File: src/rtl/sagu_missq.sv
// Store-AGU miss replay queue: parks DTLB-missed stores until a matching refill
// or a timeout, then replays them to the AGU ahead of new scheduler issue.
module sagu_missq #(
    parameter int DEPTH      = 4,
    parameter int ADDR_WIDTH = 64,
    parameter int PAGE_SHIFT = 13,
    parameter int OP_WIDTH   = 13,
    parameter int REG_WIDTH  = 9,
    parameter int TIMEOUT    = 63
) (
    input  logic                         clk,
    input  logic                         rst,
    input  logic                         in_en,
    input  logic [ADDR_WIDTH-1:0]        in_addr,
    input  logic [OP_WIDTH-1:0]          in_op,
    input  logic [REG_WIDTH-1:0]         in_regno,
    input  logic [8:0]                   in_LSQ,
    input  logic [9:0]                   in_II,
    input  logic [7:0]                   in_WQ,
    input  logic                         in_thread,
    input  logic                         miss_en,
    input  logic [ADDR_WIDTH-1:0]        miss_addr,
    input  logic [OP_WIDTH-1:0]          miss_op,
    input  logic [REG_WIDTH-1:0]         miss_regno,
    input  logic [8:0]                   miss_LSQ,
    input  logic [9:0]                   miss_II,
    input  logic [7:0]                   miss_WQ,
    input  logic                         miss_thread,
    input  logic                         fill_en,
    input  logic [ADDR_WIDTH-PAGE_SHIFT-1:0] fill_page,
    input  logic                         except,
    input  logic                         except_thread,
    output logic                         out_en,
    output logic [ADDR_WIDTH-1:0]        out_addr,
    output logic [OP_WIDTH-1:0]          out_op,
    output logic [REG_WIDTH-1:0]         out_regno,
    output logic [8:0]                   out_LSQ,
    output logic [9:0]                   out_II,
    output logic [7:0]                   out_WQ,
    output logic                         out_thread,
    output logic                         out_replay,
    output logic                         doStall,
    output logic                         full,
    output logic                         ovf_err
);

    localparam int PW = ADDR_WIDTH - PAGE_SHIFT;
    localparam int IW = (DEPTH > 1) ? $clog2(DEPTH) : 1;
    localparam int CW = $clog2(DEPTH + 1);
    localparam logic [7:0] TO_M1 = 8'(TIMEOUT - 1);

    typedef struct packed {
        logic [ADDR_WIDTH-1:0] addr;
        logic [OP_WIDTH-1:0]   op;
        logic [REG_WIDTH-1:0]  regno;
        logic [8:0]            lsq;
        logic [9:0]            ii;
        logic [7:0]            wq;
        logic                  thread;
    } op_t;

    typedef enum logic [1:0] {
        ST_FREE  = 2'd0,
        ST_WAIT  = 2'd1,
        ST_READY = 2'd2
    } state_e;

    state_e      state_q [DEPTH];
    state_e      state_d [DEPTH];
    logic [7:0]  cnt_q   [DEPTH];
    logic [7:0]  cnt_d   [DEPTH];
    op_t         ent_q   [DEPTH];
    op_t         ent_d   [DEPTH];

    op_t         out_q, out_d;
    logic        out_en_q, out_en_d;
    logic        out_replay_q, out_replay_d;
    logic        ovf_q, ovf_d;

    op_t         in_s, miss_s;
    logic        any_ready, any_free;
    logic [IW-1:0] rsel, asel;
    logic [CW-1:0] free_cnt;
    logic [PW-1:0] miss_page;
    logic        flush_miss, flush_rep, flush_in;

    assign in_s   = '{addr: in_addr, op: in_op, regno: in_regno, lsq: in_LSQ,
                      ii: in_II, wq: in_WQ, thread: in_thread};
    assign miss_s = '{addr: miss_addr, op: miss_op, regno: miss_regno, lsq: miss_LSQ,
                      ii: miss_II, wq: miss_WQ, thread: miss_thread};
    assign miss_page = miss_addr[ADDR_WIDTH-1:PAGE_SHIFT];

    // Lowest-index READY entry replays first; lowest-index FREE entry is allocated.
    always_comb begin
        any_ready = 1'b0;
        any_free  = 1'b0;
        rsel      = '0;
        asel      = '0;
        free_cnt  = '0;
        for (int i = DEPTH - 1; i >= 0; i--) begin
            if (state_q[i] == ST_READY) begin
                any_ready = 1'b1;
                rsel      = IW'(i);
            end
            if (state_q[i] == ST_FREE) begin
                any_free = 1'b1;
                asel     = IW'(i);
            end
        end
        for (int i = 0; i < DEPTH; i++) begin
            if (state_q[i] == ST_FREE) free_cnt = free_cnt + CW'(1);
        end
    end

    // Two free entries are held back for stores already in flight in the AGU.
    assign doStall = any_ready | (free_cnt < CW'(2));
    assign full    = (free_cnt == '0);

    assign flush_miss = except && (miss_thread == except_thread);
    assign flush_rep  = except && (ent_q[rsel].thread == except_thread);
    assign flush_in   = except && (in_thread == except_thread);

    always_comb begin
        state_d      = state_q;
        cnt_d        = cnt_q;
        ent_d        = ent_q;
        out_d        = out_q;
        out_en_d     = 1'b0;
        out_replay_d = 1'b0;
        ovf_d        = ovf_q;

        if (any_ready) begin
            if (!flush_rep) begin
                out_d        = ent_q[rsel];
                out_en_d     = 1'b1;
                out_replay_d = 1'b1;
            end
            if (in_en) ovf_d = 1'b1;
        end else if (in_en && !flush_in) begin
            out_d    = in_s;
            out_en_d = 1'b1;
        end

        for (int i = 0; i < DEPTH; i++) begin
            case (state_q[i])
                ST_WAIT: begin
                    if (cnt_q[i] != 8'hFF) cnt_d[i] = cnt_q[i] + 8'd1;
                    if ((fill_en && (ent_q[i].addr[ADDR_WIDTH-1:PAGE_SHIFT] == fill_page)) ||
                        (cnt_q[i] >= TO_M1))
                        state_d[i] = ST_READY;
                end
                ST_READY: begin
                    if (rsel == IW'(i)) state_d[i] = ST_FREE;
                end
                default: ;
            endcase
            // Flush overrides any READY transition made above.
            if (except && (state_q[i] != ST_FREE) && (ent_q[i].thread == except_thread))
                state_d[i] = ST_FREE;
        end

        if (miss_en && !flush_miss) begin
            if (any_free) begin
                state_d[asel] = (fill_en && (fill_page == miss_page)) ? ST_READY : ST_WAIT;
                cnt_d[asel]   = 8'd0;
                ent_d[asel]   = miss_s;
            end else begin
                ovf_d = 1'b1;
            end
        end
    end

    always_ff @(posedge clk) begin
        if (rst) begin
            for (int i = 0; i < DEPTH; i++) begin
                state_q[i] <= ST_FREE;
                cnt_q[i]   <= 8'd0;
            end
            out_q        <= '0;
            out_en_q     <= 1'b0;
            out_replay_q <= 1'b0;
            ovf_q        <= 1'b0;
        end else begin
            for (int i = 0; i < DEPTH; i++) begin
                state_q[i] <= state_d[i];
                cnt_q[i]   <= cnt_d[i];
            end
            out_q        <= out_d;
            out_en_q     <= out_en_d;
            out_replay_q <= out_replay_d;
            ovf_q        <= ovf_d;
        end
    end

    // Entry payloads are qualified by state, so they need no reset.
    always_ff @(posedge clk) begin
        for (int i = 0; i < DEPTH; i++) ent_q[i] <= ent_d[i];
    end

    assign out_en     = out_en_q;
    assign out_replay = out_replay_q;
    assign ovf_err    = ovf_q;
    assign out_addr   = out_q.addr;
    assign out_op     = out_q.op;
    assign out_regno  = out_q.regno;
    assign out_LSQ    = out_q.lsq;
    assign out_II     = out_q.ii;
    assign out_WQ     = out_q.wq;
    assign out_thread = out_q.thread;

endmodule
File: config.mk
export PLATFORM = sky130hd
export DESIGN_NAME = sagu_missq
export DESIGN_NICKNAME = d
export VERILOG_FILES = /design/src/rtl/sagu_missq.sv
export SDC_FILE = /design/constraint.sdc
export NUM_CORES = 1
export LEC_CHECK = 0
export ABC_AREA = 0
export BUFFER_PORTS_ARGS = -buffer_cell sky130_fd_sc_hd__buf_2
export CORE_MARGIN = 4
export CORE_UTILIZATION = 40
export CTS_BUF_LIST = sky130_fd_sc_hd__clkbuf_4
export CTS_CLUSTER_SIZE = 25
export DETAILED_ROUTE_END_ITERATION = 8
export GPL_TIMING_DRIVEN = 0
export PLACE_DENSITY = 0.59
export SYNTH_ARGS = -nofsm -noshare
export SYNTH_HDL_FRONTEND = slang
export SYNTH_SLANG_ARGS = --single-unit
export TNS_END_PERCENT = 20
File: constraint.sdc
create_clock -name clk -period 44.3 [get_ports clk]
set_clock_uncertainty 0.2 [all_clocks]
set_input_delay 8.86 -clock clk [delete_from_list [all_inputs] [get_ports clk]]
set_output_delay 8.86 -clock clk [all_outputs]
set_load 0.005 [all_outputs]
==> results.md, run 1 <==
- Period minus WS final: 12.36 ns
- Crit path DAT: about 3.3 ns
- Core outline area: about 66000 sq um
- Post-route setup TNS: 0 ns
- Slowest stage delay, CP: between 0.3 and 0.4 ns
- Area leader, netlist: edfxtp_1
- Port Buf Inserts: 352
- CP startpoint: state_q[6]$_SDFF_PP0_
- Global-route wire length before repair: 134900 microns
- Cell Area, Synth: 26460 sq um
- Worst-Margin Slew: approximately 1.4 ns
- Post-synthesis register bit count: 613
- Layout fillers: 6116
- Rows: 94
- Worst path bufs/invs: 3
- Clock Latency Late Sink: 0.99 ns
- YS warnings: 0
- Cell variety after synth: 60
- Wire per inst: between 20 and 30 microns
- H-tree depth: 4
- Hold Startpoint: out_addr[49]$_SDFFE_PP0P_
- HP Class: register to register
- Full die area: about 70000 sq um
- Clk sink count: 613
- Initial antenna violation count: 29
- Clock share of power: 40.7%
- DR iter-0 viols: 2050
- CTS tree: yes
- Layout cells sized above 1: 24.72%
- Flop pwr share: approximately 50%
- Worst Setup End Kind: output port
- Slew HR: 6.974%
- Final hold violations: 0
- # nets final: between 2000 and 3000
- Switching Fraction: 25.23%
- Sequential cell area: ~17000 sq um
- Logic gate share of total power: 8.2%
- CP delay by family, top: adder cells
- Synth Net Count: 2423
- Die Height: 265.2 microns
- CP Launch Type: register
- Max-cap viol count: 0
- Final period util: 27.91%
- F_max: a little over 80 MHz
- Total setup buffers inserted after CTS: 0
- DRC viols: 0
- Worst-path fanout max: 5
- Largest net degree at the start of global routing: 70
- Ports: 405
- Post-CTS Hold Buffers: 0
- Post-synthesis instance total: 2114
- Total gr overflow: 0
- Lkg Pwr: 10.97 nW
- Post-synth top area share: 51.76%
- Slew Viols, Final: 0
- Internal cell power: roughly 0.95 mW
- Die W: 265.2 microns
- Post-synth ARST share: 0%
- Top cell by count, worst path: ha_1
- Gpl congestion: 0.9713
- Drt total wl: 94150 microns
- Critical Path Slowest Stage Cell: ha_1
- CP required: 35.24 ns
- Clk buf depth: 3
- Detail Route Antenna Nets: 0
- Cts bufs inserted: 163
- FF-to-FF Start: state_q[2]$_SDFF_PP0_
- Sw Pwr: 0.3203 mW
- Register area share after synthesis: between 60% and 70%
- EDFF count, synth: approximately 460
- Vias after detailed routing: between 20000 and 25000
- Post_cts resized: 0
- WHS: 0.2672 ns
- Final core occ: about half
- Status: completed
- Synthesis-to-finish area growth: 20.70%
- Commonest non-fill, non-tap cell in the layout: edfxtp_1
- Footprint of the multi-input gates: just under 9000 sq um
- Clock root buffer: clkbuf_4
- Hpwl dp: 68480 microns
- Maximum VDD drop: roughly 0.023 mV
- DR pass1 iterations: 6
- Vias per Instance: 5.606
- Power per cell area: 39.74 nW/um^2
- Mean post-synth cell area: 12.51 sq um
- Setup violations, final: 0
- Setup Crit Path Kind: register to output port
- Main flop type after synthesis: edfxtp_1
- Synth area leaders: edfxtp_1 (52%), dfxtp_1 (12%), xnor2_1 (5.8%)
- Gr usage total: 25.90%
- Initial Util: 40.31%
- Number of global-route vias before repair: 20800
- CP Cell Sequence: inv_1 -> ha_1 -> inv_1 -> ha_1 -> xor2_1 -> ha_1 -> xnor2_1 -> o21ai_0 -> o21ai_0 -> nor2_1 -> buf_2
- Commonest non-fill, non-tap cells in the layout: edfxtp_1 (456), buf_2 (374), clkbuf_4 (249)
- RSZ-0062 raised after global routing: false
- Clock-pin slew on the worst setup and hold paths: 0.06 ns
- Pwr Total: about 1.3 mW
==> state kept, by name (all words and copies together) (netlist names) <==
| register | flops |
|---|---|
| ent_q | 456 |
| out_addr | 64 |
| cnt_q | 32 |
| out_op | 13 |
| out_II | 10 |
| out_LSQ | 9 |
| out_regno | 9 |
| out_WQ | 8 |
| state_q | 8 |
| out_en | 1 |
| out_replay | 1 |
| out_thread | 1 |
| ovf_err | 1 |
==> kinds of logic after synthesis <==
logic type,synth area share [%]
flip-flops,63.64
XOR/XNOR,8.607
buffers and inverters,3.263
multiplexers,0.1135
AO/OA/AOI/OAI,15.66
adder cells (fa/ha/maj),1.088
AND/OR/NAND/NOR,7.633
==> path summary, 6_finish.rpt <==
path                                    end  slack [ns]  cells past startpoint
setup / recovery                       full       31.94                     11
hold / removal    out_addr[49]$_SDFFE_PP0P_        0.27                      2
hold reg to reg   out_addr[49]$_SDFFE_PP0P_        0.27                      2
setup reg to reg  out_addr[52]$_SDFFE_PP0P_       40.32                     10
==> stage by stage <==
stage	std cells	instance area (sq um)	worst slack [ns]
finish	3692	31930	31.94
global route	3685	31920	31.60
CTS	3675	31890	31.83
detailed placement	3368	29700	31.82
global placement	3330	29300	-2.140
floorplan	2114	26460	14.93
==> Yosys cell counts (all sizes together) (3+ instances only) <==
| cell | number |
|---|---|
| a2111oi | 7 |
| a211oi | 7 |
| a21oi | 121 |
| a22oi | 114 |
| a311oi | 3 |
| a31o | 4 |
| a31oi | 5 |
| a41oi | 3 |
| and3 | 11 |
| buf | 30 |
| clkbuf | 142 |
| dfxtp | 157 |
| edfxtp | 456 |
| ha | 23 |
| inv | 44 |
| mux2i | 3 |
| nand2 | 31 |
| nand2b | 120 |
| nand3 | 11 |
| nand4 | 58 |
| nor2 | 44 |
| nor2b | 21 |
| nor3 | 9 |
| nor4 | 32 |
| o2111ai | 3 |
| o211ai | 115 |
| o21ai | 126 |
| o22ai | 117 |
| or2 | 4 |
| or4 | 4 |
| xnor2 | 174 |
| xor2 | 86 |
==> power by group through the flow <==
stage          Clock [mW]  Sequential [mW]  Combinational, mW
6_report            0.516            0.648              0.104
2_1_floorplan           0            0.663             0.0493
5_1_grt             0.564            0.650              0.111
3_3_place_gp            0            0.668             0.0992
3_5_place_dp            0            0.661              0.103
4_1_cts             0.528            0.648              0.104
==> layer usage <==
metal  GRT usage (%)  part of all wire (%)  wire length, microns  up-vias
met5               0                  0.17                   159        -
met4           10.04                   3.3                  3080       24
met3           7.566                   9.1                  8565      192
met2           42.35                    48                 45330     1061
met1           32.68                    39                 37020    10160
li1                -                     -                     -     9265
==> final cells by class <==
| class | instances | share of cell area (%) |
|---|---|---|
| Inverter | 44 | 0.5485 |
| Tap cell | 864 | 3.385 |
| Buffer | 172 | 2.190 |
| Clock inverter | 58 | 1.015 |
| Clock buffer | 249 | 5.854 |
| Antenna cell | 17 | 0.1332 |
| Multi-Input combinational cell | 1285 | 27.48 |
| Sequential cell | 613 | 52.72 |
| Timing Repair Buffer | 390 | 6.669 |
==> tightest hold or removal path, delay by kind of cell (launching register included) <==
| kind | cells | cell delay (ns) |
|---|---|---|
| DFF | 1 | 0.30 |
| and+or+nand+nor | 1 | 0.06 |
| AOI/OAI and AO/OA | 1 | 0.05 |
Note: power is estimated with default switching activity, not from simulation.
==> run 2: changes to the inputs <==
--- a/config.mk
+++ b/config.mk
@@ -13,7 +13,7 @@
 export CTS_CLUSTER_SIZE = 25
 export DETAILED_ROUTE_END_ITERATION = 8
 export GPL_TIMING_DRIVEN = 0
-export PLACE_DENSITY = 0.59
+export PLACE_DENSITY = 0.61
 export SYNTH_ARGS = -nofsm -noshare
 export SYNTH_HDL_FRONTEND = slang
 export SYNTH_SLANG_ARGS = --single-unit
==> constraint.sdc (replaced) <==
create_clock -name clk -period 10.21 [get_ports clk]
set_clock_uncertainty 0.2 [all_clocks]
set_input_delay 2.042 -clock clk [delete_from_list [all_inputs] [get_ports clk]]
set_output_delay 2.042 -clock clk [all_outputs]
set_load 0.005 [all_outputs]
==> results.md, run 2 (synthesis results as in run 1) <==
- Status: completed
- Clock-pin slew on the worst setup and hold paths: 0.06 ns (about the same)
- Inst Count DP: 3358 (-0.30%)
- Layout fillers: 6047 (-1.1%)
- Worst-path fanout max: 5 (unchanged)
- Final hold violations: 0 (unchanged)
- Gpl congestion: 0.9334 (-3.9%)
- Clock Latency Late Sink: 0.99 ns (about the same)
- Largest net degree at the start of global routing: 66 (-5.7%)
- Die W: 265.2 microns (unchanged)
- Full die area: 70320 sq um (unchanged)
- Initial Util: 40.31% (unchanged)
- Commonest non-fill, non-tap cells in the layout: edfxtp_1 (456), buf_2 (367), clkbuf_4 (241)
- Layout cells sized above 1: 24.19% (-0.54 points)
- Commonest non-fill, non-tap cell in the layout: edfxtp_1
- # nets final: 2967 (-0.37%)
- Rows: 94 (unchanged)
- F_max: 179.3 MHz
- RSZ-0062 raised after global routing: false
- Hpwl dp: 68450 microns (about the same)
- Clk sink count: 613 (unchanged)
- CP Launch Type: register
- Number of global-route vias before repair: 20880 (+0.37%)
- Power per cell area: 171.8 nW/um^2 (+330%)
- Max-cap viol count: 0 (unchanged)
- Initial antenna violation count: 31 (+6.9%)
- Port Buf Inserts: 352 (unchanged)
- Worst-Margin Slew: 1.240 ns (-0.1551 ns)
- Total setup buffers inserted after CTS: 0 (unchanged)
- Clock root buffer: clkbuf_4
- Drt total wl: 93570 microns (-0.62%)
- Setup violations, final: 0 (unchanged)
- Clk buf depth: 3 (unchanged)
- Gr usage total: 25.76% (-0.14 points)
- CP required: 7.97 ns (-27.27 ns)
- CTS tree: yes
- Slew HR: 17.31% (+10 points)
- Ports: 405 (unchanged)
- Synthesis-to-finish area growth: 20.64% (about the same)
- Post-CTS Hold Buffers: 0 (unchanged)
- Setup Crit Path Kind: register to output port
- Final period util: 54.62%
- Detail Route Antenna Nets: 0 (unchanged)
- Global-route wire length before repair: 134400 microns (-0.37%)
- Worst Setup End Kind: output port
- Finished Layout Cells: 3677 (-0.41%)
- Vias after detailed routing: 20590 (-0.53%)
- H-tree depth: 4 (unchanged)
- Die Height: 265.2 microns (unchanged)
- Biggest register: ent_q
- Crit path DAT: 3.34 ns (+0.04 ns)
- DRC viols: 0 (unchanged)
- Maximum VDD drop: 0.09223 mV (+310%)
- Vias per Instance: 5.600 (-0.12%)
- WHS: 0.2658 ns (-0.001389 ns)
- DR pass1 iterations: 6 (unchanged)
- Lkg Pwr: 10.91 nW (-0.55%)
- Post_cts resized: 0 (unchanged)
- Max reg flops: 456 (unchanged)
- Wire per inst: 25.45 microns (-0.21%)
- Period minus WS final: approximately 5.6 ns
- Total gr overflow: 0 (unchanged)
- DR iter-0 viols: 2209 (+7.8%)
- Cts bufs inserted: 162 (-0.61%)
- HP Class: register to register
- Slew Viols, Final: 0 (unchanged)
- Core outline area: 65630 sq um (unchanged)
[run 2: area by class of cell]
class | count | area (sq um) | share of cell area [%]
flip-flops and latches | 613 | 16840 | 52.75
multi-input cells | 1285 | 8788 | 27.53
repair buffers | 380 | 2132 | 6.680
clock buffers | 241 | 1809 | 5.668
well taps | 864 | 1081 | 3.387
plain buffers | 172 | 699.4 | 2.191
clock inverters | 60 | 351.6 | 1.102
inverters | 44 | 175.2 | 0.5488
diodes | 18 | 45.04 | 0.1411
[run 2: worst paths after layout]
path                                  start                        end  slack [ns]  depth (start not counted)
hold / removal    out_addr[56]$_SDFFE_PP0P_  out_addr[56]$_SDFFE_PP0P_        0.27                          2
hold reg to reg   out_addr[56]$_SDFFE_PP0P_  out_addr[56]$_SDFFE_PP0P_        0.27                          2
setup / recovery      state_q[7]$_SDFF_PP0_                       full        4.63                         11
setup reg to reg      state_q[6]$_SDFF_PP0_  out_addr[23]$_SDFFE_PP0P_        6.26                         11
[run 2: worst max-delay path, cell delays in order (launching register included)]
cell	delay (ns)
dfxtp_1	0.34
inv_1	0.08
ha_1	0.36
inv_1	0.16
ha_1	0.35
xor2_1	0.17
ha_1	0.23
xnor2_1	0.12
o21ai_0	0.13
o21ai_0	0.14
nor2_1	0.13
buf_2	0.15
[run 2: per-layer routing]
metal | vias up | track usage, % | wire length, microns
met5 | - | 0 | 138
met2 | 1017 | 41.44 | 44630
met4 | 20 | 10.21 | 3083
li1 | 9255 | - | -
met3 | 180 | 8.251 | 9853
met1 | 10120 | 32.53 | 35870
[run 2: through the flow]
step	setup WS [ns]	power (mW)	setup TNS [ns]	cell area (sq um)	utilization, %
after floorplan	2.532	3.082	0	26490	-
after global placement	-1.175	3.307	-107.50	29330	44.69
after detailed placement	5.133	3.316	0	29710	45.27
after CTS	4.487	5.532	0	31870	48.57
after global routing	4.293	5.718	0	31890	48.59
final	4.633	5.483	0	31920	48.63
[run 2: power by group]
group,internal (mW),switching (mW)
Clock,1.17,1.05
Sequential,2.77,0.0424
Combinational,0.171,0.285
==> run 3: changes to the inputs <==
==> constraint.sdc (replaced) <==
create_clock -name clk -period 4.86 [get_ports clk]
set_clock_uncertainty 0.2 [all_clocks]
set_input_delay 0.972 -clock clk [delete_from_list [all_inputs] [get_ports clk]]
set_output_delay 0.972 -clock clk [all_outputs]
set_load 0.005 [all_outputs]
==> results.md, run 3 (synthesis results as in run 1) <==
- Final period util: 93.37%
- Clock-pin slew on the worst setup and hold paths: 0.06 ns (about the same)
- CP required: 3.69 ns (-4.28 ns)
- Die W: 265.2 microns (unchanged)
- Inst Count DP: 3360 (+0.060%)
- Layout cells sized above 1: 23.69% (-0.50 points)
- Rows: 94 (unchanged)
- Final core occ: 51.14% (+2.5 points)
- F_max: 220.4 MHz
- Wire per inst: 24.54 microns (-3.6%)
- Post_cts resized: 0 (unchanged)
- Lkg Pwr: 11.61 nW (+6.5%)
- DP Area: 29820 sq um (+0.35%)
- DR iter-0 viols: 1999 (-9.5%)
- Core outline area: 65630 sq um (unchanged)
- Total gr overflow: 0 (unchanged)
- Worst R2R Path Depth: 10 (-1)
- Crit path DAT: 3.37 ns (+0.03 ns)
- Final hold violations: 0 (unchanged)
- Synthesis-to-finish area growth: 26.85%
- Pwr Total: 11.81 mW (+120%)
- Max-cap viol count: 0 (unchanged)
- Detail Route Antenna Nets: 0 (unchanged)
- Clock root buffer: clkbuf_4
- Maximum VDD drop: 0.2412 mV (+160%)
- Gpl congestion: 0.9310 (-0.26%)
- Vias after detailed routing: 21230 (+3.1%)
- # nets final: 3115 (+5.0%)
- Clk buf depth: 3 (unchanged)
- Terminus of the critical flop-to-flop path: out_addr[52]$_SDFFE_PP0P_
- Hpwl dp: 67820 microns (-0.92%)
- Crit path capture: full
- Status: completed
- Cts bufs inserted: 163 (+0.62%)
- DRC viols: 0 (unchanged)
- Ports: 405 (unchanged)
- Gr usage total: 25.79% (+0.029 points)
- CP startpoint: state_q[6]$_SDFF_PP0_
- H-tree depth: 4 (unchanged)
- Slowest stage delay, CP: 0.36 ns (about the same)
- Top cell by count, worst path: ha_1
- FF-to-FF Start: state_q[2]$_SDFF_PP0_
- Hold Startpoint: in_addr[45]
- Initial antenna violation count: 18 (-42%)
- Finished Layout Cells: 3822 (+3.9%)
- Die Height: 265.2 microns (unchanged)
- HP Class: input pin to register
- Drt total wl: 93780 microns (+0.22%)
- Worst Setup End Kind: output port
- Number of global-route vias before repair: 21350 (+2.3%)
- Worst-path fanout max: 5 (unchanged)
- Post-route setup TNS: 0 ns (unchanged)
- Setup violations, final: 0 (unchanged)
- Biggest register: ent_q
- Clk sink count: 613 (unchanged)
- CP Launch Type: register
- Clock Latency Late Sink: 1.01 ns (+0.02 ns)
- Period minus WS final: 4.538 ns
- RSZ-0062 raised after global routing: false
- Slew Viols, Final: 0 (unchanged)
- Critical Path Slowest Stage Cell: ha_1
- Worst-Margin Slew: 1.328 ns (+0.08749 ns)
- DR pass1 iterations: 7 (+1)
- Initial Util: 40.31% (unchanged)
- CP Cell Sequence: inv_1 -> ha_1 -> inv_1 -> ha_1 -> xor2_1 -> ha_1 -> o21ai_0 -> o21ai_0 -> nor2_1 -> buf_2
- CTS tree: yes
- Power per cell area: 352.0 nW/um^2 (+100%)
- Vias per Instance: 5.553 (-0.83%)
- Largest net degree at the start of global routing: 64 (-3.0%)
- Setup Crit Path Kind: register to output port
- Reg2Reg Setup Slack: 0.74 ns (-5.52 ns)
- Full die area: 70320 sq um (unchanged)
- Slew HR: 11.48% (-5.8 points)
- Finished Cell Area: 33560 sq um (+5.1%)
- Global-route wire length before repair: 135400 microns (+0.76%)
- Commonest non-fill, non-tap cells in the layout: edfxtp_1 (456), buf_2 (364), clkbuf_4 (254)
- Max reg flops: 456 (unchanged)
- Commonest non-fill, non-tap cell in the layout: edfxtp_1
- Port Buf Inserts: 352 (unchanged)
==> run 3: cell types whose count changed in the layout (fill, tap and decap cells not counted), moves of 2 or more <==
cell | before | now
a211oi_1 | 7 | 5
a211oi_2 | 0 | 2
buf_2 | 367 | 364
buf_6 | 24 | 26
buf_8 | 6 | 8
clkbuf_4 | 241 | 254
clkinv_1 | 42 | 31
diode_2 | 18 | 11
dlygate4sd3_1 | 0 | 145
inv_2 | 3 | 1
inv_6 | 6 | 8
inv_8 | 0 | 3
==> run 3: cell type report <==
type,instances,area (sq um)
Fill cell,5905,32070
Sequential cell,613,16840
Multi-Input combinational cell,1285,8835
Timing Repair Buffer,527,3613
Clock buffer,254,1907
Tap cell,864,1081
Buffer,172,726.9
Clock inverter,52,359.1
Inverter,44,175.2
Antenna cell,11,27.53
==> run 3: worst min-delay path by stage <==
| stage | endpoint | slack [ns] | depth (start not counted) |
|---|---|---|---|
| 5_1_grt | out_II[5]$_SDFFE_PP0P_ | -0.0004 | 3 |
| 2_1_floorplan | state_q[4]$_SDFF_PP0_ | 0.25 | 2 |
| 4_1_cts | out_addr[6]$_SDFFE_PP0P_ | 0.00006 | 3 |
| 3_3_place_gp | out_addr[0]$_SDFFE_PP0P_ | 0.25 | 2 |
| 3_5_place_dp | out_addr[10]$_SDFFE_PP0P_ | 0.26 | 2 |
| 6_report | out_addr[45]$_SDFFE_PP0P_ | 0.1 | 3 |
==> run 3: metal layers <==
| metal | GRT usage (%) | vias to the layer above | routed length (microns) |
|---|---|---|---|
| li1 | - | 9532 | - |
| met1 | 33.04 | 10460 | 37390 |
| met2 | 42.11 | 1040 | 45070 |
| met3 | 7.280 | 180 | 8183 |
| met4 | 9.352 | 16 | 3031 |
| met5 | 0 | - | 101 |
==> run 3: critical path, delay by kind of cell (launching register included) <==
family                   cells  cell delay (ns)
AND/OR/NAND/NOR              1             0.12
buffers and inverters        3             0.39
AO/OA/AOI/OAI                2             0.30
XOR/XNOR                     1             0.25
flip-flops                   1             0.32
adder cells (fa/ha/maj)      3             0.97
==> run 3: report_power, final <==
part | switching, mW | internal [mW]
sequential | 0.0878 | 5.82
clock | 2.26 | 2.58
combinational | 0.624 | 0.441
total | 2.97 | 8.84
==> run 3: metrics by stage <==
stage          hold slack, ns  setup WS (ns)
5_1_grt            -0.0004228        0.06587
3_5_place_dp           0.2553         0.3763
2_1_floorplan          0.2527         -1.475
6_report              0.09819         0.3220
3_3_place_gp           0.2519         -5.139
4_1_cts            0.00006362         0.2083
==> run 3: what timing repair did <==
item                      in CTS  in global routing
hold buffers                 145                  0
hold endpoints to repair     479                  0
buffers inserted               0                  0
